`src/rtl/bus6502_timer_irq_if.sv`:
```
// CPU-side bus bundle for the 6502 timer/interrupt responder.
interface bus6502_timer_irq_if;
    logic [15:0] address;
    logic        read_not_write;
    logic [7:0]  write_data;
    logic [7:0]  read_data;
    logic        selected;

    modport master (
        output address, read_not_write, write_data,
        input  read_data, selected
    );

    modport slave (
        input  address, read_not_write, write_data,
        output read_data, selected
    );
endinterface

```
`src/rtl/bus6502_timer_irq.sv`:
```
// Memory-mapped interval timer with IRQ/NMI output on the cpu6502 bus (SRAM phase).
// Optional BUS6502_TIMER_IRQ_COUNT_LATCH_EN: COUNT_LO read snapshots COUNT_HI for coherent 16-bit reads.
module bus6502_timer_irq #(
    parameter logic [15:0] BASE_ADDRESS   = 16'hFE00,
    parameter logic [7:0]  RESET_PRESCALE = 8'h00
) (
    input  logic                      clk,
    input  logic                      clk__enable,
    input  logic                      reset,
    bus6502_timer_irq_if.slave        bus,
    output logic                      irq_n,
    output logic                      nmi_n
);

    // ctrl bits: 0 RUN, 1 IRQ_EN, 2 AUTO_RELOAD, 3 NMI_SEL
    logic [3:0]  ctrl_q,      ctrl_d;
    logic        expired_q,   expired_d;
    logic [15:0] reload_q,    reload_d;
    logic [15:0] count_q,     count_d;
    logic [7:0]  prescale_q,  prescale_d;
    logic [7:0]  scratch_q,   scratch_d;
    logic [7:0]  presc_q,     presc_d;
    logic [7:0]  read_data_q, read_data_d;
    logic        selected_q,  selected_d;
    logic        irq_n_q,     irq_n_d;
    logic        nmi_n_q,     nmi_n_d;
`ifdef BUS6502_TIMER_IRQ_COUNT_LATCH_EN
    logic [7:0]  snap_q,      snap_d;
`endif

    logic       hit, rd_hit, wr_hit, ctrl_wr, hi_wr, tick;
    logic [2:0] off;
    logic [7:0] rd_val;

    assign hit     = (bus.address[15:3] == BASE_ADDRESS[15:3]);
    assign off     = bus.address[2:0];
    assign rd_hit  = hit &  bus.read_not_write;
    assign wr_hit  = hit & ~bus.read_not_write;
    assign ctrl_wr = wr_hit && (off == 3'd0);
    assign hi_wr   = wr_hit && (off == 3'd3);
    assign tick    = ctrl_q[0] && (presc_q == 8'h00);

    always_comb begin
        rd_val = '0;
        case (off)
            3'd0: rd_val = {4'b0000, ctrl_q};
            3'd1: rd_val = {7'b0000000, expired_q};
            3'd2: rd_val = reload_q[7:0];
            3'd3: rd_val = reload_q[15:8];
            3'd4: rd_val = count_q[7:0];
`ifdef BUS6502_TIMER_IRQ_COUNT_LATCH_EN
            3'd5: rd_val = snap_q;
`else
            3'd5: rd_val = count_q[15:8];
`endif
            3'd6: rd_val = prescale_q;
            3'd7: rd_val = scratch_q;
            default: rd_val = '0;
        endcase
    end

    always_comb begin
        ctrl_d     = ctrl_q;
        expired_d  = expired_q;
        reload_d   = reload_q;
        count_d    = count_q;
        prescale_d = prescale_q;
        scratch_d  = scratch_q;
        presc_d    = presc_q;

        if (wr_hit) begin
            case (off)
                3'd0: ctrl_d = bus.write_data[3:0];
                3'd1: if (bus.write_data[0]) expired_d = 1'b0;
                3'd2: reload_d[7:0] = bus.write_data;
                3'd3: reload_d[15:8] = bus.write_data;
                3'd6: prescale_d = bus.write_data;
                3'd7: scratch_d = bus.write_data;
                default: ;
            endcase
        end

        if (!ctrl_q[0]) begin
            presc_d = prescale_d;
        end else if (presc_q == 8'h00) begin
            presc_d = prescale_q;
        end else begin
            presc_d = presc_q - 8'd1;
        end

        // Expiry is applied after the STATUS clear so a coincident set wins;
        // a CTRL write keeps its RUN value over the expiry stop.
        if (hi_wr) begin
            count_d = {bus.write_data, reload_q[7:0]};
        end else if (tick) begin
            if (count_q != 16'h0000) begin
                count_d = count_q - 16'd1;
            end else begin
                expired_d = 1'b1;
                if (ctrl_q[2]) begin
                    count_d = reload_q;
                end else if (!ctrl_wr) begin
                    ctrl_d[0] = 1'b0;
                end
            end
        end

        irq_n_d = !(expired_d & ctrl_d[1] & !ctrl_d[3]);
        nmi_n_d = !(expired_d & ctrl_d[1] &  ctrl_d[3]);
    end

    always_comb begin
        read_data_d = rd_hit ? rd_val : read_data_q;
        selected_d  = hit;
`ifdef BUS6502_TIMER_IRQ_COUNT_LATCH_EN
        snap_d = (rd_hit && (off == 3'd4)) ? count_q[15:8] : snap_q;
`endif
    end

    always_ff @(posedge clk) begin
        if (reset) begin
            ctrl_q      <= '0;
            expired_q   <= 1'b0;
            reload_q    <= '0;
            count_q     <= '0;
            prescale_q  <= RESET_PRESCALE;
            scratch_q   <= '0;
            presc_q     <= RESET_PRESCALE;
            read_data_q <= '0;
            selected_q  <= 1'b0;
            irq_n_q     <= 1'b1;
            nmi_n_q     <= 1'b1;
`ifdef BUS6502_TIMER_IRQ_COUNT_LATCH_EN
            snap_q      <= '0;
`endif
        end else if (clk__enable) begin
            ctrl_q      <= ctrl_d;
            expired_q   <= expired_d;
            reload_q    <= reload_d;
            count_q     <= count_d;
            prescale_q  <= prescale_d;
            scratch_q   <= scratch_d;
            presc_q     <= presc_d;
            read_data_q <= read_data_d;
            selected_q  <= selected_d;
            irq_n_q     <= irq_n_d;
            nmi_n_q     <= nmi_n_d;
`ifdef BUS6502_TIMER_IRQ_COUNT_LATCH_EN
            snap_q      <= snap_d;
`endif
        end
    end

    assign bus.read_data = read_data_q;
    assign bus.selected  = selected_q;
    assign irq_n         = irq_n_q;
    assign nmi_n         = nmi_n_q;

endmodule

```
`src/flat_wrapper.sv`:
```
// flat-port wrapper written by rule: the top's interface ports become plain ports
module bus6502_timer_irq_flat 
#(
    parameter logic [15:0] BASE_ADDRESS   = 16'hFE00,
    parameter logic [7:0]  RESET_PRESCALE = 8'h00
)
  (clk, clk__enable, reset, irq_n, nmi_n, bus_address, bus_read_not_write, bus_write_data, bus_read_data, bus_selected);
  bus6502_timer_irq_if bus_i ();
  input  logic clk;
  input  logic clk__enable;
  input  logic reset;
  output logic irq_n;
  output logic nmi_n;
  input wire logic [$bits(bus_i.address)-1:0] bus_address;
  input wire logic [$bits(bus_i.read_not_write)-1:0] bus_read_not_write;
  input wire logic [$bits(bus_i.write_data)-1:0] bus_write_data;
  output wire logic [$bits(bus_i.read_data)-1:0] bus_read_data;
  output wire logic [$bits(bus_i.selected)-1:0] bus_selected;
  assign bus_i.address = bus_address;
  assign bus_i.read_not_write = bus_read_not_write;
  assign bus_i.write_data = bus_write_data;
  assign bus_read_data = bus_i.read_data;
  assign bus_selected = bus_i.selected;
  bus6502_timer_irq #(.BASE_ADDRESS(BASE_ADDRESS), .RESET_PRESCALE(RESET_PRESCALE)) u_core (.clk(clk), .clk__enable(clk__enable), .reset(reset), .bus(bus_i), .irq_n(irq_n), .nmi_n(nmi_n));
endmodule
```
`config.mk`:
```
export PLATFORM = sky130hd
export DESIGN_NAME = bus6502_timer_irq_flat
export DESIGN_NICKNAME = d
export VERILOG_FILES = /design/src/rtl/bus6502_timer_irq_if.sv /design/src/rtl/bus6502_timer_irq.sv /design/src/flat_wrapper.sv
export SDC_FILE = /design/constraint.sdc
export NUM_CORES = 1
export LEC_CHECK = 0
export ABC_AREA = 1
export CAP_MARGIN = 20
export CORE_MARGIN = 2
export CORE_UTILIZATION = 45
export DETAILED_ROUTE_END_ITERATION = 6
export PLACE_DENSITY = 0.68
export SKIP_CTS_REPAIR_TIMING = 1
export SLEW_MARGIN = 20
export SYNTH_ARGS = -nofsm -noshare
export SYNTH_HDL_FRONTEND = slang
export SYNTH_SLANG_ARGS = --single-unit
```
`constraint.sdc`:
```
create_clock -name clk -period 1.62 [get_ports clk]
set_input_delay 0.405 -clock clk [delete_from_list [all_inputs] [get_ports clk]]
set_output_delay 0.405 -clock clk [all_outputs]
set_load 0.01 [all_outputs]
```
## Yosys cells after proc, flatten, opt, wreduce, memory -nomap -nowiden

Index checks and enable logic that the tools add are counted.

| cells by class | value |
|---|---|
| muxes and demuxes | 22 |
| reductions and logical operators | 17 |
| $add $sub $neg | 2 |
| bitwise operators | 6 |
| equality and inequality tests | 8 |

Operators by type and width:

| kind | count |
|---|---|
| two-way mux 16 bit | 4 |
| case mux 8 bit (8 select lines) | 1 |
| two-way mux 8 bit | 4 |
| nonzero test 16 bit | 1 |
| subtractor 16 x 1 -> 16 bit (second input constant) | 1 |
| AND reduction 3 bit | 5 |
| equality test 13 bit (second input constant) | 1 |
| equality test 3 bit (second input constant) | 4 |
| two-way mux 1 bit | 11 |
| zero test 8 bit | 1 |
| two-way mux 4 bit | 2 |
| subtractor 8 x 1 -> 8 bit (second input constant) | 1 |
| equality test 3 x 2 -> 1 bit (second input constant) | 2 |
| bitwise AND 1 bit | 5 |
| equality test 3 x 1 -> 1 bit (second input constant) | 1 |
| logical AND 1 bit | 3 |
| zero test 1 bit | 3 |
| zero test 3 bit | 1 |
| nonzero test 3 bit | 1 |
| AND reduction 2 bit | 1 |
| nonzero test 2 bit | 1 |
| inverter 1 bit | 1 |

| word-level totals | value |
|---|---|
| word-level logic and storage cells | 68 |
| input bits | 28 |
| register bits | 72 |

## Depth between registers and ports, before layout

| depth | value |
|---|---|
| depth after elaboration | 9 |
| depth in mapped cells | 13 |

## Least setup slack after synthesis

Ideal clock, no wire load.

| timing | value |
|---|---|
| path type | reg-to-reg |
| from | reg u_core.presc_q[0] |
| to | reg u_core.count_q[10] |
| data arrival time | 1.468 ns |
| setup slack | 0.041 ns |
| library setup time | 0.111 ns |
| required time | 1.509 ns |
| stages on the path, launching flop included | 13 |
| cell sequence | dfxtp_1 -> inv_1 -> ha_1 -> nand3_2 -> nor2_8 -> inv_4 -> nor2_4 -> nand2_1 -> nand2_1 -> nand2_2 -> buf_4 -> nor2_1 -> nor2_1 |

| on the way | value |
|---|---|
| cells in the longest elaborated chain, start to end | 4 |

Ends and longest elaborated chain:

| item | line | RTL |
|---|---|---|
| start, declared | bus6502_timer_irq.sv:22 | `logic [7:0] presc_q, presc_d;` |
| start signal, assigned | bus6502_timer_irq.sv:143 | `presc_q <= presc_d;` |
| zero test 8 bit | bus6502_timer_irq.sv:41 | `assign tick = ctrl_q[0] && (presc_q == 8'h00);` |
| logical AND 1 bit | bus6502_timer_irq.sv:41 |  |
| nonzero test 2 bit (no source line) | n/a |  |
| AND reduction 3 bit (no source line) | n/a |  |
| end signal, assigned | bus6502_timer_irq.sv:140 | `count_q <= count_d;` |
| end, declared | bus6502_timer_irq.sv:19 | `logic [15:0] count_q, count_d;` |

No other way between the ends.
A chain may end at the register's enable or synchronous reset.

## Worst setup path after layout

| timing | value |
|---|---|
| from | reg u_core.presc_q[0] |
| to | reg u_core.count_q[5] |

The elaborated chain is that of the path after synthesis.

==> impl_metrics.yaml <==
run_status:
  outcome: "finished, violations left"
  failed_checks: "negative setup slack"
job:
  timing.max_cap.violations: 0
sta:
  worst_slew_margin_rel: 0.7582
  maxClockFrequency_mhz: 609.5
  timing.final.hold_violations: 0
  min_cycle_time_layout_ps: 1641
  timing_worst_slew_pin_value_ps: 362.3
  worst_clock_skew_ps: 12.91
  rsz_0062_raised_after_global_routing: "true"
  setup_tns_final_ps: -116.7
  layout_setup_ws_ps: -20.83
  final-max-slew-violation-count: 0
  period_share: 1.013
  final-setup-viol-count: 11
logic_synthesis:
  postSynthRegisterBits: 72
  syn_avg_cell_area_um2: 6.361
  synth_cell_types: 35
  synthDominantAreaCellType: "sky130_fd_sc_hd__dfxtp_1"
  number_of_enable_type_register_cells_in_the_synthesized_netlist: 0
  post-synth-top-area-fraction: 0.3113
  synthesis.yosys.warnings: 0
  synth_async_sr_flop_share: 0
  synthTopCellsByArea: "sky130_fd_sc_hd__dfxtp_1, sky130_fd_sc_hd__nand2_1, sky130_fd_sc_hd__nor2_1"
  syn_area_um2: 4631
  postSynthNetCount: 760
  sequential_fraction_of_the_synthesis_area: 0.3113
  netlist_top_cells_count: "sky130_fd_sc_hd__nand2_1, sky130_fd_sc_hd__nor2_1, sky130_fd_sc_hd__inv_1"
  yosys_most_used_dff: "sky130_fd_sc_hd__dfxtp_1"
  post_synth_inst_count: 728
  synth.most_common_cell: "sky130_fd_sc_hd__nand2_1"
cells_and_area:
  final_core_utilization: 0.6327
  finalNetCount: 873
  layoutNonFillerInstCount: 982
  proportion_of_layout_cells_with_a_drive_suffix_above_1: 0.2565
  num_antenna_cells: 0
  area_delta_synth_final_pct: 38.53
route:
  highest_layer: "met4"
  detail_route.drc_violations: 0
  final_antenna_net_count: 0
  detailroute.wirelength.met3_um: 690
  met2_length_um: 7557
  drt-pass1-iter-count: 5
  num_vias: 5172
  wirelength_met1_um: 6465
  drc_violation_total_after_the_first_tritonroute_iteration: 310
  viasPerCell: 5.267
  wl_um: 15210
  detail_route.wl_per_cell_um: 15.48
cts:
  cts_tree: "yes"
  cts_inserted_buffers: 9
  clkSinkCount: 72
  number_of_h_tree_branching_levels: 3
  clk_root_buffer_cell: "sky130_fd_sc_hd__clkbuf_8"
  worst_setup_hold_path_clk_slew_ps: 90
  insertion_delay_ps: 370
  cts_max_path_buffers: 2
floorplan:
  die_outline_area_um2: 11120
  ios: 39
  floorplan.initialDensity: 0.4567
  core_area_um2: 10140
  die_width_um: 105.4
  num_rows: 37
  chipHeight_um: 105.4
global_routing:
  largest_net_degree_at_the_start_of_global_routing: 42
  first_global_vias: 4868
  grt.overflow.total: 0
  global_route_wire_length_before_repair_um: 23550
  number_of_antenna_violations_at_the_first_check_in_global_routing: 0
  overall_track_demand_over_capacity_in_global_routing: 0.2652
power:
  seq_power_share: 0.479
  cellInternalPower_mw: 2.707
  power.switching_fraction: 0.2810
  vdd_drop_max_v: 0.0004754
  leakage_nw: 3.258
  power.share.clock: 0.392
  cellPowerDensity_nw_per_um2: 587.0
  pwr-share-comb: 0.129
  power.net_switching_mw: 1.058
worst_setup_path:
  cp_capture_type: "flip-flop"
  critical-path-slowest-cell: "sky130_fd_sc_hd__dfxtp_2"
  cp_slowest_stage_delay_ps: 330
  critPathRequiredTime_ps: 1890
  kind_of_critical_path: "reg2reg"
  timing.critical_path.buf_inv: 3
  critical_path_arrival_ps: 1910
  timing.critical_path.max_delay_family: "simple AND/OR/NAND/NOR gates"
  critPathLaunchType: "flip-flop"
  max_fo_critical_path: 8
  path_cells: "inv_2 > ha_4 > nand3_4 > nor2_8 > inv_4 > nor2_4 > nand2_2 > nand2_2 > nand2_4 > clkbuf_16 > nor2_1 > nor2_1"
placement:
  placedCellCount: 955
  port_buffers: 38
  dp_worst_setup_slack_ps: -579.0
  globalplace.congestion: 0.9780
  detailedPlacementHpwl_um: 11240
hold_path:
  hp-class: "in2reg"
==> placed cells by master (no fill, tap or decap), types with 3 or more instances in the layout <==
master / instances
sky130_fd_sc_hd__nand2_1: 154
sky130_fd_sc_hd__inv_1: 84
sky130_fd_sc_hd__buf_4: 82
sky130_fd_sc_hd__nor2_1: 73
sky130_fd_sc_hd__dfxtp_1: 66
sky130_fd_sc_hd__nand3_1: 61
sky130_fd_sc_hd__a21oi_1: 51
sky130_fd_sc_hd__o21ai_0: 37
sky130_fd_sc_hd__dlymetal6s2s_1: 28
sky130_fd_sc_hd__nand2_2: 19
sky130_fd_sc_hd__o21ai_1: 19
sky130_fd_sc_hd__nor2_2: 18
sky130_fd_sc_hd__a211oi_2: 15
sky130_fd_sc_hd__nor2_4: 13
sky130_fd_sc_hd__o22ai_1: 12
sky130_fd_sc_hd__inv_2: 11
sky130_fd_sc_hd__nand4_1: 10
sky130_fd_sc_hd__clkbuf_8: 9
sky130_fd_sc_hd__clkdlybuf4s50_1: 9
sky130_fd_sc_hd__xor2_1: 8
sky130_fd_sc_hd__buf_12: 7
sky130_fd_sc_hd__nand3_2: 6
sky130_fd_sc_hd__dfxtp_2: 6
sky130_fd_sc_hd__nand2_4: 4
sky130_fd_sc_hd__o31ai_1: 4
sky130_fd_sc_hd__clkinvlp_4: 3
sky130_fd_sc_hd__clkbuf_16: 3
==> worst reg2reg max path, cell delays in order, from the launching register on <==
cell and delay, ps:
sky130_fd_sc_hd__dfxtp_2 330, sky130_fd_sc_hd__inv_2 70, sky130_fd_sc_hd__ha_4 150, sky130_fd_sc_hd__nand3_4 100
sky130_fd_sc_hd__nor2_8 110, sky130_fd_sc_hd__inv_4 50, sky130_fd_sc_hd__nor2_4 130, sky130_fd_sc_hd__nand2_2 60
sky130_fd_sc_hd__nand2_2 90, sky130_fd_sc_hd__nand2_4 100, sky130_fd_sc_hd__clkbuf_16 190, sky130_fd_sc_hd__nor2_1 120
sky130_fd_sc_hd__nor2_1 50
==> cells by family (layout without fill, tap and decap cells) <==
kind of cell	Yosys count	count (layout)	share of synthesized area
AOI/OAI and AO/OA	145	145	0.1910
xor gates and xnor gates	9	9	0.01702
adders and majority gates	4	4	0.01081
buffers and inverters	127	245	0.1138
DFF	72	72	0.3113
and+or+nand+nor	371	371	0.3561
==> flip-flops by register name, indices dropped and copies added (netlist names) <==
signal	count
u_core.count_q	16
u_core.prescale_q	8
u_core.nmi_n	1
u_core.expired_q	1
u_core.scratch_q	8
u_core.bus.read_data	8
u_core.irq_n	1
u_core.presc_q	8
u_core.reload_q	16
u_core.bus.selected	1
u_core.ctrl_q	4
==> per-stage QoR <==
step	cell area, µm²	hold WS [ps]	power (mW)
6_report	6415	454.7	3.766
5_1_grt	6415	479.0	3.893
4_1_cts	5912	445.2	3.743
3_5_place_dp	5714	452.8	2.308
3_3_place_gp	5714	453.7	2.297
2_1_floorplan	4631	449.7	2.073
==> final timing paths <==
check / startpoint / endpoint / slack, ps / cells after the start
worst max-delay path: u_core.presc_q[0] / u_core.count_q[5] / -20 / 12
worst min-delay path: reset / u_core.nmi_n / 450 / 3
worst max register to register: u_core.presc_q[0] / u_core.count_q[5] / -20 / 12
worst min register to register: u_core.bus.read_data[0] / u_core.bus.read_data[0] / 460 / 2
==> layer usage <==
layer | vias to the layer above | track usage
met1 | 2382 | 0.3404
li1 | 2587 | -
met5 | - | 0
met3 | 45 | 0.03649
met2 | 158 | 0.4419
met4 | 0 | 0.1181
==> power groups by stage <==
stage / combinational (mW) / sequential [mW] / clock, mW
finish: 0.486 / 1.80 / 1.48
global route: 0.532 / 1.81 / 1.55
CTS: 0.465 / 1.80 / 1.47
detailed placement: 0.464 / 1.84 / 0
global placement: 0.454 / 1.84 / 0
floorplan: 0.232 / 1.84 / 0
==> final cells by class <==
cell class | count | area [µm²]
fillers | 913 | 3724
multi-input cells | 529 | 2930
flip-flops and latches | 72 | 1449
repair buffers | 132 | 1299
inverters | 97 | 369.1
well taps | 136 | 170.2
clock buffers | 10 | 127.6
clock inverters | 6 | 70.07
Note: power is estimated with default switching activity, not from simulation.
